--- src/rtl/mdu_hilo_if.sv ---
// mdu_hilo_if: request/result bundle between the control unit and the
// multiply/divide unit.
//   start/op/a/b : op request from control (master -> slave)
//   busy/done    : stall indication and result-written pulse
//   hi/lo        : architectural HI/LO registers, fed to the writeback select
//   div0         : divide-by-zero flag, only when MDU_DIV0_FLAG_EN is defined
interface mdu_hilo_if #(parameter int WIDTH = 32);
  logic             start;
  logic [2:0]       op;
  logic [WIDTH-1:0] a;
  logic [WIDTH-1:0] b;
  logic             busy;
  logic             done;
  logic [WIDTH-1:0] hi;
  logic [WIDTH-1:0] lo;
`ifdef MDU_DIV0_FLAG_EN
  logic             div0;

  modport master (output start, op, a, b, input busy, done, hi, lo, div0);
  modport slave  (input start, op, a, b, output busy, done, hi, lo, div0);
`else
  modport master (output start, op, a, b, input busy, done, hi, lo);
  modport slave  (input start, op, a, b, output busy, done, hi, lo);
`endif
endinterface

--- src/rtl/mdu_hilo.sv ---
// mdu_hilo: iterative multiply/divide unit owning the HI/LO registers.
//   clk, rst_n : rising-edge clock, async active-low reset
//   bus.slave  : start/op/a/b in; busy/done/hi/lo (and div0) out
// Ops: 000 MULT, 001 MULTU, 010 DIV, 011 DIVU, 100 MTHI, 101 MTLO, 11x NOP.
// MULT*/DIV* run IDLE -> CALC (WIDTH radix-2 steps) -> FIX (apply signs,
// write hi/lo, pulse done). Operands are reduced to magnitudes on the start
// edge so the core only ever does unsigned shift-add / shift-subtract.
// Optional feature macro: MDU_DIV0_FLAG_EN adds the sticky div0 flag output.
module mdu_hilo #(
  parameter int WIDTH = 32
) (
  input  logic        clk,
  input  logic        rst_n,
  mdu_hilo_if.slave   bus
);
  localparam int CW = $clog2(WIDTH);
  localparam logic [CW-1:0] CNT_LAST = CW'(WIDTH-1);

  typedef enum logic [1:0] {IDLE, CALC, FIX} state_t;

  state_t           state, state_nxt;
  logic [CW-1:0]    cnt;
  logic             is_div;
  logic             neg_q;     // negate product / quotient
  logic             neg_r;     // negate remainder (sign of dividend)
  logic [WIDTH-1:0] opnd;      // |multiplicand| or |divisor|
  logic [WIDTH-1:0] acc_hi;    // partial product high / running remainder
  logic [WIDTH-1:0] acc_lo;    // multiplier bits / dividend bits -> quotient
  logic [WIDTH-1:0] hi_q, lo_q;
  logic             done_q;

  logic             accept, arith;
  logic             sa, sb;
  logic [WIDTH-1:0] mag_a, mag_b;
  logic [WIDTH:0]   mul_sum;
  logic [WIDTH:0]   div_shift, div_sub;
  logic             div_ge;
  logic [2*WIDTH-1:0] prod;

  // start is only honoured in IDLE; while busy every op is dropped.
  assign accept = bus.start && (state == IDLE);
  assign arith  = accept && !bus.op[2];

  // op[0]=1 selects the unsigned variants.
  assign sa    = !bus.op[0] && bus.a[WIDTH-1];
  assign sb    = !bus.op[0] && bus.b[WIDTH-1];
  assign mag_a = sa ? -bus.a : bus.a;
  assign mag_b = sb ? -bus.b : bus.b;

  // Multiply step: conditionally add, then shift {acc_hi,acc_lo} right.
  assign mul_sum   = {1'b0, acc_hi} + (acc_lo[0] ? {1'b0, opnd} : '0);
  // Restoring divide step: shift in the next dividend bit, trial-subtract.
  assign div_shift = {acc_hi, acc_lo[WIDTH-1]};
  assign div_ge    = div_shift >= {1'b0, opnd};
  assign div_sub   = div_shift - {1'b0, opnd};
  assign prod      = neg_q ? -{acc_hi, acc_lo} : {acc_hi, acc_lo};

  always_ff @(posedge clk or negedge rst_n) begin
    if (!rst_n) state <= IDLE;
    else        state <= state_nxt;
  end

  always_comb begin
    state_nxt = state;
    unique case (state)
      IDLE:    if (arith) state_nxt = CALC;
      CALC:    if (cnt == CNT_LAST) state_nxt = FIX;
      FIX:     state_nxt = IDLE;
      default: state_nxt = IDLE;
    endcase
  end

  always_ff @(posedge clk or negedge rst_n) begin
    if (!rst_n) begin
      cnt    <= '0;
      is_div <= 1'b0;
      neg_q  <= 1'b0;
      neg_r  <= 1'b0;
      opnd   <= '0;
      acc_hi <= '0;
      acc_lo <= '0;
      hi_q   <= '0;
      lo_q   <= '0;
      done_q <= 1'b0;
    end else begin
      done_q <= 1'b0;
      unique case (state)
        IDLE: begin
          if (arith) begin
            cnt    <= '0;
            is_div <= bus.op[1];
            neg_q  <= sa ^ sb;
            neg_r  <= sa;
            opnd   <= mag_b;
            acc_hi <= '0;
            acc_lo <= mag_a;
          end else if (accept && bus.op == 3'b100) begin
            hi_q <= bus.a;
          end else if (accept && bus.op == 3'b101) begin
            lo_q <= bus.a;
          end
        end
        CALC: begin
          cnt <= cnt + 1'b1;
          if (is_div) begin
            acc_hi <= div_ge ? div_sub[WIDTH-1:0] : div_shift[WIDTH-1:0];
            acc_lo <= {acc_lo[WIDTH-2:0], div_ge};
          end else begin
            acc_hi <= mul_sum[WIDTH:1];
            acc_lo <= {mul_sum[0], acc_lo[WIDTH-1:1]};
          end
        end
        FIX: begin
          // Divide by zero needs no special case: every trial subtract
          // succeeds, giving an all-ones quotient and remainder = |a|.
          if (is_div) begin
            lo_q <= neg_q ? -acc_lo : acc_lo;
            hi_q <= neg_r ? -acc_hi : acc_hi;
          end else begin
            hi_q <= prod[2*WIDTH-1:WIDTH];
            lo_q <= prod[WIDTH-1:0];
          end
          done_q <= 1'b1;
        end
        default: ;
      endcase
    end
  end

`ifdef MDU_DIV0_FLAG_EN
  logic b_zero, div0_q;

  // Sticky until the next accepted non-NOP start.
  always_ff @(posedge clk or negedge rst_n) begin
    if (!rst_n) begin
      b_zero <= 1'b0;
      div0_q <= 1'b0;
    end else begin
      if (arith) b_zero <= (bus.b == '0);
      if (accept && !(bus.op[2] && bus.op[1]))
        div0_q <= 1'b0;
      else if (state == FIX && is_div && b_zero)
        div0_q <= 1'b1;
    end
  end

  assign bus.div0 = div0_q;
`endif

  assign bus.busy = (state != IDLE);
  assign bus.done = done_q;
  assign bus.hi   = hi_q;
  assign bus.lo   = lo_q;
endmodule

--- src/flat_wrapper.sv ---
// flat-port wrapper written by rule: the top's interface ports become plain ports
module mdu_hilo_flat 
#(
  parameter int WIDTH = 32
)
  (clk, rst_n, bus_start, bus_op, bus_a, bus_b, bus_busy, bus_done, bus_hi, bus_lo);
  mdu_hilo_if #(.WIDTH(WIDTH)) bus_i ();
  input  logic clk;
  input  logic rst_n;
  input wire logic [$bits(bus_i.start)-1:0] bus_start;
  input wire logic [$bits(bus_i.op)-1:0] bus_op;
  input wire logic [$bits(bus_i.a)-1:0] bus_a;
  input wire logic [$bits(bus_i.b)-1:0] bus_b;
  output wire logic [$bits(bus_i.busy)-1:0] bus_busy;
  output wire logic [$bits(bus_i.done)-1:0] bus_done;
  output wire logic [$bits(bus_i.hi)-1:0] bus_hi;
  output wire logic [$bits(bus_i.lo)-1:0] bus_lo;
  assign bus_i.start = bus_start;
  assign bus_i.op = bus_op;
  assign bus_i.a = bus_a;
  assign bus_i.b = bus_b;
  assign bus_busy = bus_i.busy;
  assign bus_done = bus_i.done;
  assign bus_hi = bus_i.hi;
  assign bus_lo = bus_i.lo;
  mdu_hilo #(.WIDTH(WIDTH)) u_core (.clk(clk), .rst_n(rst_n), .bus(bus_i));
endmodule
--- config.mk ---
export PLATFORM = sky130hd
export DESIGN_NAME = mdu_hilo_flat
export DESIGN_NICKNAME = d
export VERILOG_FILES = /design/src/rtl/mdu_hilo_if.sv /design/src/rtl/mdu_hilo.sv /design/src/flat_wrapper.sv
export SDC_FILE = /design/constraint.sdc
export NUM_CORES = 1
export LEC_CHECK = 0
export BUFFER_PORTS_ARGS = -buffer_cell sky130_fd_sc_hd__buf_4
export CAP_MARGIN = 20
export CELL_PAD_IN_SITES_DETAIL_PLACEMENT = 1
export CELL_PAD_IN_SITES_GLOBAL_PLACEMENT = 2
export CORE_MARGIN = 2
export CORE_UTILIZATION = 33
export DETAILED_ROUTE_END_ITERATION = 16
export PLACE_DENSITY_LB_ADDON = 0.1
export SETUP_SLACK_MARGIN = 0.05
export SKIP_LAST_GASP = 1
export SYNTH_ARGS = -nofsm -noshare
export SYNTH_HDL_FRONTEND = slang
export SYNTH_SLANG_ARGS = --single-unit
--- constraint.sdc ---
create_clock -name clk -period 3.2 [get_ports clk]
set_clock_uncertainty 0.15 [all_clocks]
set_input_delay 0.64 -clock clk [delete_from_list [all_inputs] [get_ports clk]]
set_output_delay 0.64 -clock clk [all_outputs]
set_load 0.005 [all_outputs]
**After elaboration in Yosys (flattened, before gate mapping)**

Cells that the tools add are included.
Widths: inputs -> output; s select.

- Bits in registers: 171
- Input bits: 70
- Word-level logic and storage cells: 77

- Add/sub/neg operators: 8
- Order comparisons: 1
- Equality and inequality tests: 11
- Mux-type cells: 28
- Bitwise operators: 1
- Reduce and logical (&&, ||, !) cells: 17

Operators by type and width:

| cell | count |
|---|---|
| $mux 32 | 17 |
| $pmux 32 s2 | 4 |
| $neg 32->32 | 4 |
| $mux 64 | 1 |
| $neg 64->64 | 1 |
| $add 32x32->33 | 1 |
| $ge 33x32->1 | 1 |
| $sub 32x32->32 | 1 |
| $pmux 5 s2 | 1 |
| $ne 2x2->1 const B | 4 |
| $eq 3x3->1 const B | 2 |
| $logic_and 1x1->1 | 6 |
| $reduce_and 2->1 | 3 |
| $reduce_bool 2->1 | 3 |
| $add 5x1->5 const B | 1 |
| $eq 5x5->1 const B | 1 |
| $mux 5 | 1 |
| $mux 2 | 2 |
| $ne 2x1->1 const B | 2 |
| $pmux 2 s2 | 1 |
| $reduce_and 4->1 | 1 |
| $reduce_and 3->1 | 1 |
| $eq 2x1->1 const B | 1 |
| $eq 2x2->1 const B | 1 |
| other kinds (4) | 5 |

**Logic depth before layout (Yosys ltp)**

- Depth in word-level cells: 7
- Mapped depth: 14
- Depth with buffers taken out: 13

**Worst setup path after synthesis**

OpenSTA, ideal clock, no wires.

- Kind: flip-flop to flip-flop
- Start: register u_core.acc_lo[0]
- End: register u_core.acc_hi[23]
- Setup time: 0.135 ns
- Arrival: 3.178 ns
- Setup slack: -0.263 ns
- Cell stages (with the launch flop): 14
- Path buffers: 1
- Period minus slack after synthesis: 3.463 ns
- Path through: dfrtp_1 inv_1 clkbuf_1 nor2_1 ha_1 a21oi_1 nor3_1 a2111oi_0 a2111oi_0 or2_2 a21oi_1 nor3b_1 a2111oi_0 o31ai_1

- Cells in the longest elaborated chain, start to end: 4

RTL lines:

| item | line | RTL |
|---|---|---|
| start: declaration | mdu_hilo.sv:28 | `logic [WIDTH-1:0] acc_lo;` |
| start signal: assignment | mdu_hilo.sv:96 | `acc_lo <= mag_a;` |
| start signal: assignment | mdu_hilo.sv:107 | `acc_lo <= {acc_lo[WIDTH-2:0], div_ge};` |
| start signal: assignment | mdu_hilo.sv:110 | `acc_lo <= {mul_sum[0], acc_lo[WIDTH-1:1]};` |
| $mux 32 | mdu_hilo.sv:51 | `assign mul_sum = {1'b0, acc_hi} + (acc_lo[0] ? {1'b0, opnd} : '0);` |
| $add 32x32->33 | mdu_hilo.sv:51 |  |
| $mux 32 | mdu_hilo.sv:105 | `if (is_div) begin` |
| $pmux 32 s2 | mdu_hilo.sv:87 | `unique case (state)` |
| end signal: assignment | mdu_hilo.sv:106 | `acc_hi <= div_ge ? div_sub[WIDTH-1:0] : div_shift[WIDTH-1:0];` |
| end signal: assignment | mdu_hilo.sv:109 | `acc_hi <= mul_sum[WIDTH:1];` |
| end: declaration | mdu_hilo.sv:27 | `logic [WIDTH-1:0] acc_hi;` |

Every way passes these cells.
A chain may end at the register's enable or synchronous reset.

**Worst setup path in the final report**

- Start: register u_core.acc_lo[0]
- End: register u_core.acc_hi[31]

The elaborated chain is that of the path after synthesis.

==> impl_metrics.csv <==
group,metric,value,unit
drt,routedWlPerCell,23.1,um
setup_path,cp-start-kind,"flip-flop",
setup_path,criticalPathCategory,"reg -> reg",
place,place_congestion,0.922,
synthesis,yosys.area_share.simple,0.204,
setup_path,path_cells,"inv_2, buf_6, buf_8, nor2_4, ha_4, buf_4, nand2_2, nor3_4, o21ai_4, a2111oi_4, or2_4, a41o_1, a31oi_1, or3_1, a21boi_1",
drt,routed_via_density,5.51,
run,cap_violations,0,
sta,timing.final.hold_violations,0,
clocking,cts_sinks,171,
synthesis,synth_compound_area_frac,0.259,
synthesis,yosys_warnings,0,
cells_and_area,final_cell_mix,"437 x buf_4, 198 x nand2_1, 164 x nor2_1, 163 x dfrtp_1, 161 x o21ai_0",
global_route,use_met2,0.485,
global_route,grt_usage,0.279,
sta,slew_violations,0,
synthesis,yosysSeqAreaShare,0.292,
floorplan,fp.dieArea,46100,um^2
drt,drt_iter0_drc,1000,
place,hpwl,50300,um
setup_path,crit_buf_inv,4,
floorplan,start_util,0.333,
cells_and_area,multi_input_area,11000,um^2
place,dp.cells,2771,
status,violations,"setup timing",
synthesis,synthFlopType,"dfrtp_1",
clocking,cts_made_buffers,17,
sta,min_period,3.33,ns
synthesis,syn-instance-count,1879,
drt,num_vias,15800,
cells_and_area,layoutNonFillerInstCount,2865,
clocking,path_clk_slew,0.08,ns
global_route,grt_use_met3,0.0254,
synthesis,async_flop_share,1.00,
global_route,gr-total-overflow,0,
cells_and_area,diodes,0,
floorplan,fp.dieH,215,um
power_and_ir_drop,power_density,1290,nW/um^2
cells_and_area,regArea,4290,um^2
setup_path,critical_path.max_fanout,5,
floorplan,die_w,215,um
cells_and_area,syn2layout_area_growth,41.9,%
setup_path,reg2reg_from,"u_core.acc_lo[0]$_DFFE_PN0P_",
sta,rsz0062_at_grt,"true",
setup_path,path_delay_family,"compound AO/OA/AOI/OAI gates",
floorplan,io_pins,136,
clocking,cts_tree,"built",
global_route,busiest_layer,"met2",
synthesis,synth_area,14600,um^2
drt,drt_pass1_iterations,4,
setup_path,crit_slowest_cell,"a2111oi_4",
clocking,clockRootBuffer,"clkbuf_16",
drt,detail-route-antenna-nets,0,
synthesis,synth_xor_area_frac,0.0963,
power_and_ir_drop,leakage,9.04,nW
cells_and_area,layout.nets,2402,
clocking,cts_max_path_buffers,2,
global_route,grt_use_met1,0.363,
place,dp_slack,-0.360,ns
cells_and_area,layout-drive-gt1-share,0.326,
synthesis,synth-seq-cells,171,
synthesis,synth_mux_area_frac,0.0385,
drt,drt_wl_total,66100,um
clocking,postCtsHoldBufs,0,
power_and_ir_drop,vdd_drop_max,0.417,mV
global_route,grt_pass1_wl,98900,um
setup_path,crit_required,3.45,ns
clocking,htreeDepth,4,
place,io_buffers,135,
global_route,grt_antenna_before_repair,1,
synthesis,ys_types,78,
global_route,first_global_vias,16400,
synthesis,synth_top_family_by_area,"compound AO/OA/AOI/OAI gates",
setup_path,startpoint,"u_core.acc_lo[0]$_DFFE_PN0P_",
floorplan,row_count,77,
floorplan,core,44000,um^2
synthesis,synth_area_per_cell,7.79,um^2
setup_path,slowest_delay,0.48,ns
sta,period_share,1.04,
setup_path,endpoint_kind,"flip-flop",
min_path,hold_class,"in -> async",
drt,post-route-drc-count,0,
clocking,worstSkewPairLatency,0.47,ns
status,outcome,"finished with violations",
sta,timing.final.ws_setup,-0.131,ns
synthesis,synth_fp_nets,2021,
synthesis,synth-edff-count,0,
cells_and_area,fill_cells,5150,
setup_path,cp.arrival,3.58,ns
sta,tightest_slew,0.828,ns
global_route,grt_max_degree,93,
sta,slew_headroom,0.448,
sta,fmax,0.300,GHz
synthesis,synth_adder_area_share,0.0626,
sta,setup_viol,22,
cells_and_area,final_common_cell,"buf_4",
worst paths after layout:
path	end	slack (ns)	depth (start not counted)
setup / recovery	u_core.acc_hi[31]$_DFFE_PN0P_	-0.13	15
hold / removal	u_core.bus.lo[10]$_DFFE_PN0P_	0.04	1
setup reg to reg	u_core.acc_hi[31]$_DFFE_PN0P_	-0.13	15
hold reg to reg	u_core.bus.lo[9]$_DFFE_PN0P_	0.33	1
max in group asynchronous	u_core.bus.hi[12]$_DFFE_PN0P_	2.01	2
min in group clk	u_core.is_div$_DFFE_PN0P_	0.30	3
layer usage:
layer / up-vias / part of all wire
li1: 7542 / -
met1: 7881 / 0.45
met2: 298 / 0.49
met3: 65 / 0.030
met4: 0 / 0.027
met5: - / 0
what timing repair did:
action                     CTS  global route
buffers inserted            35            34
setup endpoints to repair   49            70
cloned                       1             2
gates resized for setup    169           144
pin swaps                   92           100
registers in the layout, summed over array words and instances (netlist names):
name / count
u_core.acc_hi: 32
u_core.acc_lo: 32
u_core.bus.hi: 32
u_core.bus.lo: 32
u_core.opnd: 32
u_core.cnt: 5
u_core.state: 2
u_core.bus.done: 1
u_core.is_div: 1
u_core.neg_q: 1
u_core.neg_r: 1
cells by family (layout without fill, tap and decap cells):
| family | after synthesis | after routing |
|---|---|---|
| buffers and inverters | 185 | 579 |
| adders and majority gates | 72 | 72 |
| AOI/OAI and AO/OA | 608 | 608 |
| muxes | 55 | 55 |
| and+or+nand+nor | 627 | 627 |
| DFF | 171 | 171 |
| xor gates and xnor gates | 161 | 161 |
worst register-to-register path: cells and delay by family (launching register included):
kind	cells	cell delay, ns
AOI/OAI and AO/OA	5	1.03
and+or+nand+nor	5	0.82
DFF	1	0.43
buffers and inverters	4	0.54
adders and majority gates	1	0.28
cell type report:
cell class              count  share of cell area
multi-input cells        1523               0.530
clock inverters            15             0.00680
well taps                 592              0.0356
flip-flops and latches    171               0.207
repair buffers            479               0.189
clock buffers              17              0.0205
inverters                  68              0.0123
through the flow:
step                      total power, W  instance area [um^2]   util  hold WS [ns]  TNS [ns]
after CTS                         0.0250                 19900  0.452        0.0725    -0.582
after floorplan                   0.0136                 14700      -         0.194         0
after detailed placement          0.0211                 18300  0.415         0.318     -4.40
after global placement            0.0208                 18300  0.415         0.312     -2.70
after global routing              0.0286                 20800  0.472        0.0962     -4.83
final                             0.0268                 20800  0.472        0.0407    -0.977
Yosys cell counts, drive strengths merged (4+ instances only):
library cell,number,area share
clkbuf,105,0.027
nor4,18,0.0097
o2111ai,4,0.0024
a22oi,11,0.0056
a21o,34,0.017
mux2,11,0.0085
nor3b,6,0.0031
a21oi,141,0.048
nor3,38,0.013
nor2,185,0.048
a31oi,23,0.0098
or2,10,0.0043
o21bai,11,0.0056
nand2b,16,0.0068
o21a,13,0.0067
ha,70,0.060
xnor2,88,0.053
o41ai,13,0.0088
dfrtp,171,0.29
or4,12,0.0067
o311ai,4,0.0024
nand4,18,0.0077
a211oi,21,0.011
o21ai,198,0.068
a2111oi,4,0.0024
a21boi,8,0.0041
buf,12,0.0032
o22ai,9,0.0038
o221ai,4,0.0024
nor2b,13,0.0056
o31ai,51,0.026
or3,36,0.016
nand2,207,0.053
xor2,73,0.044
o211ai,27,0.014
inv,68,0.017
a211o,4,0.0024
o31a,5,0.0030
and2,10,0.0043
and3,12,0.0051
nand3,30,0.010
mux2i,44,0.030
a22o,4,0.0024
power breakdown:
part,internal (W),switching [W]
Combinational,0.00952,0.0110
Sequential,0.00325,0.000934
Clock,0.00108,0.00103
Total,0.0139,0.0129
Note: power is estimated with default switching activity, not from simulation.
